--- config.mk ---
export PLATFORM = sky130hd
export DESIGN_NAME = regfile_mp
export DESIGN_NICKNAME = d
export VERILOG_FILES = /design/src/rtl/regfile_pkg.sv /design/src/rtl/regfile_clr_ctrl.sv /design/src/rtl/regfile_mp.sv
export SDC_FILE = /design/constraint.sdc
export NUM_CORES = 2
export LEC_CHECK = 0
export BUFFER_PORTS_ARGS = -buffer_cell sky130_fd_sc_hd__buf_2
export CAP_MARGIN = 20
export CORE_MARGIN = 4
export CORE_UTILIZATION = 40
export DETAILED_ROUTE_END_ITERATION = 16
export HOLD_SLACK_MARGIN = 0.12
export SYNTH_ARGS = -nofsm -noshare
export SYNTH_HDL_FRONTEND = slang
export SYNTH_SLANG_ARGS = --single-unit
--- constraint.sdc ---
create_clock -name clk -period 7.5 [get_ports clk]
set_clock_uncertainty 0.2 [all_clocks]
set_input_delay 0.75 -clock clk [delete_from_list [all_inputs] [get_ports clk]]
set_output_delay 0.75 -clock clk [all_outputs]
set_load 0.03 [all_outputs]
--- src/rtl/regfile_pkg.sv ---
// Shared types and default sizing for the multi-ported register file.
// Consumed by the clear controller and the top-level array.
package regfile_pkg;

    typedef enum logic [0:0] {
        RF_CLEAR = 1'b0,
        RF_IDLE  = 1'b1
    } rf_state_t;

    localparam int RF_XLEN_DEF  = 32;
    localparam int RF_NREGS_DEF = 32;

endpackage

--- src/rtl/regfile_clr_ctrl.sv ---
// Array clear sequencer: sweeps every entry to zero after reset or on request,
// one entry per cycle, and reports progress to the array owner.
module regfile_clr_ctrl
    import regfile_pkg::*;
#(
    parameter int NREGS = RF_NREGS_DEF,
    parameter int AW    = $clog2(NREGS)
) (
    input  logic          clk,
    input  logic          rst_n,
    input  logic          clr_req,
    output logic          busy,
    output logic          clr_we,
    output logic [AW-1:0] clr_addr,
    output logic          clr_done
);

    localparam logic [AW-1:0] LAST_IDX = AW'(NREGS - 1);
    localparam logic [AW-1:0] ONE_IDX  = AW'(1);

    rf_state_t     state_r;
    rf_state_t     state_nxt_s;
    logic [AW-1:0] cnt_r;
    logic [AW-1:0] cnt_nxt_s;
    logic          done_s;

    // State and sweep counter registers; reset lands in CLEAR so the array is zeroed.
    always_ff @(posedge clk or negedge rst_n) begin
        if (!rst_n) begin
            state_r <= RF_CLEAR;
            cnt_r   <= {AW{1'b0}};
        end else begin
            state_r <= state_nxt_s;
            cnt_r   <= cnt_nxt_s;
        end
    end

    // Next-state and sweep-completion decode.
    always_comb begin
        state_nxt_s = state_r;
        cnt_nxt_s   = cnt_r;
        done_s      = 1'b0;
        case (state_r)
            RF_CLEAR: begin
                if (cnt_r == LAST_IDX) begin
                    state_nxt_s = RF_IDLE;
                    cnt_nxt_s   = {AW{1'b0}};
                    done_s      = 1'b1;
                end else begin
                    cnt_nxt_s   = cnt_r + ONE_IDX;
                end
            end
            RF_IDLE: begin
                if (clr_req) begin
                    state_nxt_s = RF_CLEAR;
                    cnt_nxt_s   = {AW{1'b0}};
                end else begin
                    state_nxt_s = RF_IDLE;
                end
            end
            default: begin
                state_nxt_s = RF_CLEAR;
                cnt_nxt_s   = {AW{1'b0}};
            end
        endcase
    end

    assign busy     = (state_r == RF_CLEAR);
    assign clr_we   = (state_r == RF_CLEAR);
    assign clr_addr = cnt_r;
    assign clr_done = done_s;

endmodule

--- src/rtl/regfile_mp.sv ---
// Two-write, NRD-read register file with optional hard-wired zero entry and
// write-to-read forwarding; contents are zeroed by a background sweep.
module regfile_mp
    import regfile_pkg::*;
#(
    parameter int XLEN     = RF_XLEN_DEF,
    parameter int NREGS    = RF_NREGS_DEF,
    parameter int NRD      = 2,
    parameter int ZERO_REG = 1,
    parameter int BYPASS   = 1,
    parameter int AW       = $clog2(NREGS)
) (
    input  logic                clk,
    input  logic                rst_n,
    input  logic [NRD*AW-1:0]   rd_addr,
    output logic [NRD*XLEN-1:0] rd_data,
    input  logic                we0,
    input  logic [AW-1:0]       wa0,
    input  logic [XLEN-1:0]     wd0,
    input  logic                we1,
    input  logic [AW-1:0]       wa1,
    input  logic [XLEN-1:0]     wd1,
    input  logic                clr_req,
    output logic                busy,
    output logic                clr_done
);

    localparam logic ZERO_EN = (ZERO_REG != 0);
    localparam logic BYP_EN  = (BYPASS != 0);

    logic [XLEN-1:0] mem_r [NREGS];
    logic            busy_s;
    logic            clr_we_s;
    logic [AW-1:0]   clr_addr_s;
    logic            wen0_s;
    logic            wen1_s;
    logic [AW-1:0]   ra_s   [NRD];
    logic [XLEN-1:0] lane_s [NRD];

    regfile_clr_ctrl #(
        .NREGS (NREGS),
        .AW    (AW)
    ) u_clr_ctrl (
        .clk      (clk),
        .rst_n    (rst_n),
        .clr_req  (clr_req),
        .busy     (busy_s),
        .clr_we   (clr_we_s),
        .clr_addr (clr_addr_s),
        .clr_done (clr_done)
    );

    assign busy   = busy_s;
    assign wen0_s = we0 && !busy_s && !(ZERO_EN && (wa0 == {AW{1'b0}}));
    assign wen1_s = we1 && !busy_s && !(ZERO_EN && (wa1 == {AW{1'b0}}));

    // Storage has no reset; port 1 is written last so it wins an address collision.
    always_ff @(posedge clk) begin
        if (rst_n) begin
            if (clr_we_s) begin
                mem_r[clr_addr_s] <= {XLEN{1'b0}};
            end else begin
                if (wen0_s) mem_r[wa0] <= wd0;
                if (wen1_s) mem_r[wa1] <= wd1;
            end
        end
    end

    // Per-lane read with zero-entry masking, busy blanking and same-cycle forwarding.
    always_comb begin
        rd_data = {(NRD*XLEN){1'b0}};
        for (int i = 0; i < NRD; i++) begin
            ra_s[i] = rd_addr[i*AW +: AW];
            if (busy_s) begin
                lane_s[i] = {XLEN{1'b0}};
            end else if (ZERO_EN && (ra_s[i] == {AW{1'b0}})) begin
                lane_s[i] = {XLEN{1'b0}};
            end else if (BYP_EN && we1 && (wa1 == ra_s[i])) begin
                lane_s[i] = wd1;
            end else if (BYP_EN && we0 && (wa0 == ra_s[i])) begin
                lane_s[i] = wd0;
            end else begin
                lane_s[i] = mem_r[ra_s[i]];
            end
            rd_data[i*XLEN +: XLEN] = lane_s[i];
        end
    end

endmodule
# Word-level counts from Yosys, hierarchy flattened
# Memory sizes are Yosys's and may differ from the RTL's.
# Index checks and enable logic that the tools add are counted.
[word_totals] ff_bits=6 ram_bits=1024 in_bits=89 output_inout_bits=66 word_cells=55 n_memories=1
[classes] n_addsub=1 n_eq_ne=6 mux=29 bitwise_logic=1 n_reduce_logical=15
[memory_table] name="mem_r" depth=32 width=32 rd=2 rd_ports_with_merged_regs=0 write_ports=2 line_no="regfile_mp.sv:31" rtl="logic [XLEN-1:0] mem_r [NREGS];"
[ops] cell="$mux W32" count=9
[ops] cell="$reduce_or A32 Y1" count=1
[ops] cell="$eq A5 B5 Y1" count=4
[ops] cell="$logic_not A5 Y1" count=4
[ops] cell="$mux W1" count=15
[ops] cell="$mux W5" count=3
[ops] cell="$pmux W5 S2" count=1
[ops] cell="$logic_and A1 B1 Y1" count=8
[ops] cell="$add A5 B1 Y5 const B" count=1
[ops] cell="$eq A5 B5 Y1 const B" count=1
[ops] cell="$logic_not A1 Y1" count=2
[ops] cell="$ne A2 B2 Y1 const B" count=1
[ops] cell="$pmux W1 S2" count=1
[ops] cell="$not A1 Y1" count=1

# Depth between registers and ports, before layout
[logic_depth] depth_word=9 ltp_mapped=10

# By module
# A second synthesis with hierarchy kept.
[hier_totals] cells_unflattened=4915 hier_area_um2=59229.3
[by_module_without_submodules] mod="regfile_mp" n_inst=1 cells_each=4887 area_per_inst_um2=58931.5
[by_module_without_submodules] mod="regfile_clr_ctrl" n_inst=1 cells_each=28 area_per_inst_um2=297.8

# Least setup slack after synthesis
# No wires, ideal clock.
[synth_timing] kind="in2reg" start="in wa0[0]" end="mem mem_r[1][0] in the netlist's numbering, enable pin" setup_time_ns=0.433 t_arrival_ns=3.811 setup_slack_ns=3.056 stages=8 n_path_buf=3 path_cell_list="buf_6 > or4_4 > o21a_1 > buf_6 > buf_6 > mux2i_4 > nand3_2 > o22ai_1"
[synth_rtl] element="from (decl)" line_no="regfile_mp.sv:18" rtl="input logic [AW-1:0] wa0,"
[synth_rtl] element="to (decl)" line_no="regfile_mp.sv:31"

# Worst setup path in the final report
[layout_timing] start="in rd_addr[0]" end="out rd_data[28]"
[layout_between] elab_chain_len=6 elab_cells_between_ends=10 classes_between="eq/ne: 2; mux: 4; reduce/logical: 3; memory: 1"
[layout_rtl] element="from (decl)" line_no="regfile_mp.sv:15" rtl="input logic [NRD*AW-1:0] rd_addr,"
[layout_rtl] element="parallel branches: the longest is 4 deep, another holds $mem_v2 Z32 W32"
[layout_rtl] element="$mux W32 (*)" line_no="regfile_mp.sv:76" rtl="end else if (ZERO_EN && (ra_s[i] == {AW{1'b0}})) begin"
[layout_rtl] element="$mux W32 (*)" line_no="regfile_mp.sv:74" rtl="if (busy_s) begin"
[layout_rtl] element="to (decl)" line_no="regfile_mp.sv:16" rtl="output logic [NRD*XLEN-1:0] rd_data,"
# Mark *: on every way between the ends.

==> out/results.ini <==
[run_status]
status=complete, no violations

[pwr]
pwr-share-clk_pct=37.5
finalPower_mw=14.4
p_int_mw=10.4
power.leakage_nw=21.0
combPwrFrac_pct=15.6
irDropWorstVdd_mv=0.184
p_sw_mw=4.03
switching_share_pct=27.9
seqPwrFrac_pct=46.9
powerDensity_nw_per_um2=222

[finish]
final_nets=4736
fin_cells=6655
area_growth_syn_to_layout_pct=9.72
drive_gt1_share_pct=22.5

[sta]
tightest_slew_ns=1.22
maxSlewHeadroom_pct=18.7
min_period_ns=5.16
whs_ns=0.226
fmax_mhz=194
setup_tns_ns=0
finalSetupViolations=0
hold_violations=0
fin_ws_ns=2.34
post-route-period-util_pct=68.8
slew_viol_final=0
rsz0062_at_grt=no

[critical_path]
worstReg2RegStart=u_clr_ctrl.state_r
crit_path_max_fanout=65
crit_path_start_kind=primary input
cp.required_ns=6.55
critPathLaunch=rd_addr[0]
path_class=primary input to output port
cp-end-kind=output port
crit_arrival_ns=4.21

[drt]
drt_iter0_markers=6983
final_antenna_net_count=0
wire_per_inst_um=34.0
via_per_inst=6.64
wl_met3_mm=28.6
wl_met1_mm=81.5
via_count=44200
wl_met2_mm=102
post-route-drc-count=0
highest_layer=met5
firstDrtPassIters=6
wl_mm=227

[synth]
syn_area_um2=59200
syn-num-nets=4973
synthFlopType=edfxtp_1
synth_edf_count=1024
yosys.area.top_type_share_pct=51.9
synth_area_per_cell_um2=12.1
synth.largest_area_cell=edfxtp_1
synthDistinctLibCells=56
ys.warnings.count=0
synthTopCellsByArea=edfxtp_1 52%, mux4_2 21%, o21ai_0 8.6%
ys_seq_area_share_pct=52.2
yosys_register_bits=1030
synth_cells=4882
synthArstFlopShare_pct=0.583

[die]
core_um2=146000
die_y_um=393
io_pins=155
dieWidth_um=393
die-area_um2=154000
initial_core_util_pct=40.4
row_count=140

[clocking]
cts_buffer_depth=3
cts_root_buffer=clkbuf_16
path_clk_slew_ns=0.06
cts.sinks=1030
cts_tree=done
htreeDepth=3
cts_buffers=108
worst_skew_pair.late_latency_ns=0.72

[placed_design]
globalplace.congestion=0.838
dp_hpwl_mm=125
placed_cells=6442
port_buffers=154
dp_slack_ns=2.30

[global_route]
grt_pass1_wl_mm=317
first_global_vias=41600
antenna_found_initial=14
grt-ovfl-total=0
grt_usage_pct=29.1
grt_start_max_net_pins=124

[flow_run]
max_cap_violations=0

[worst_hold_path]
hold_class=primary input to async pin

[through the flow]
step | area (um2) | util [%]
5_1_grt | 65000 | 44.4
2_1_floorplan | 59200 | -
3_5_place_dp | 61300 | 41.9
6_report | 65000 | 44.4
4_1_cts | 64800 | 44.2
3_3_place_gp | 61300 | 41.8
[flip-flops by register name, indices dropped and copies added (netlist names)]
| register | count |
|---|---|
| mem_r | 1024 |
| u_clr_ctrl.clr_addr | 5 |
| u_clr_ctrl.state_r | 1 |
[power groups by stage]
stage | Clock (mW) | Sequential (mW) | Combinational (mW)
floorplan | 0 | 6.85 | 1.37
global placement | 0 | 6.88 | 2.19
detailed placement | 0 | 6.89 | 2.21
CTS | 5.43 | 6.77 | 2.21
global route | 5.68 | 6.80 | 2.32
finish | 5.41 | 6.78 | 2.25
[critical path, stage by stage]
cell	delay [ns]
buf_8	0.61
buf_4	0.76
mux4_2	0.60
mux4_2	0.47
o22ai_1	0.52
o21ai_1	0.14
buf_2	0.20
[metal layers]
metal  GRT usage [%]  vias to the layer above
li1                -                    18100
met5               0                        -
met3            6.60                      736
met4            15.6                       12
met1            38.6                    22000
met2            44.7                     3349
[worst paths after layout]
check	cells past startpoint	slack (ns)	to
setup / recovery	7	2.34	rd_data[28]
hold / removal	2	0.23	u_clr_ctrl.clr_addr[2]
setup reg to reg	6	2.59	mem_r[12][1]
hold reg to reg	2	0.41	u_clr_ctrl.clr_addr[4]
max in group asynchronous	2	6.68	u_clr_ctrl.clr_addr[1]
min in group clk	3	0.32	mem_r[9][8]
[cells in the mapped netlist (2+ instances only)]
cell type	n
o21ai_0	1023
or2_2	4
clkbuf_1	393
nor4b_1	2
o2bb2ai_1	3
nor4_1	34
xnor2_1	12
nand3_1	11
buf_4	39
nor2_4	3
xor2_1	10
o21ai_1	36
o22ai_1	179
and3_1	35
a22o_1	2
buf_6	10
or3_1	4
edfxtp_1	1024
nor2_2	4
buf_2	136
a22oi_1	2
mux2i_1	97
nand3b_1	4
nand3_2	4
clkbuf_2	25
nor2_1	17
buf_1	30
o21bai_1	12
o31ai_1	3
o21a_1	2
inv_1	36
nand2b_1	4
ha_1	2
nand4_1	2
nor2b_1	2
nor3_1	12
nand2_1	1066
a221o_1	32
or3b_2	2
dfrtp_1	6
mux4_2	543
[layout by cell type (no fill, tap or decap), drive strengths merged, types with 5 or more instances in the layout]
master / synthesis / final
nor3: 13 / 13
o22ai: 179 / 179
dfrtp: 6 / 6
mux4: 543 / 543
and3: 35 / 35
edfxtp: 1024 / 1024
nor2: 24 / 24
nor4: 34 / 34
o21bai: 12 / 12
o21ai: 1059 / 1059
xor2: 10 / 10
nand2: 1066 / 1066
diode: 0 / 6
nand3: 15 / 15
mux2i: 98 / 98
clkbuf: 418 / 137
xnor2: 12 / 12
a221o: 32 / 32
inv: 36 / 40
clkinv: 0 / 43
buf: 215 / 283
bufinv: 0 / 9
clkinvlp: 0 / 5
[logic make-up after synthesis]
family / share of synthesized area (%)
AO/OA/AOI/OAI: 11.8
flip-flops: 52.2
buffers and inverters: 4.95
adder cells (fa/ha/maj): 0.0422
XOR/XNOR: 0.325
multiplexers: 22.4
AND/OR/NAND/NOR: 8.31
[repair_timing]
| action | 4_1_cts | 5_1_grt |
|---|---|---|
| hold buffers | 2 | 0 |
| resized for setup | 0 | 0 |
| setup endpoints to repair | 0 | 0 |
| buffers inserted | 0 | 0 |
| hold endpoints to repair | 12 | 0 |
[final cells by class]
| cell class | instances | area (um2) |
|---|---|---|
| fillers | 13100 | 81500 |
| repair buffers | 286 | 2050 |
| multi-input cells | 3183 | 26000 |
| inverters | 36 | 135 |
| well taps | 1917 | 2400 |
| flip-flops and latches | 1030 | 30900 |
| clock buffers | 136 | 2850 |
| diodes | 6 | 15.0 |
| clock inverters | 61 | 588 |
No activity file was read; power rests on OpenSTA's default activity.
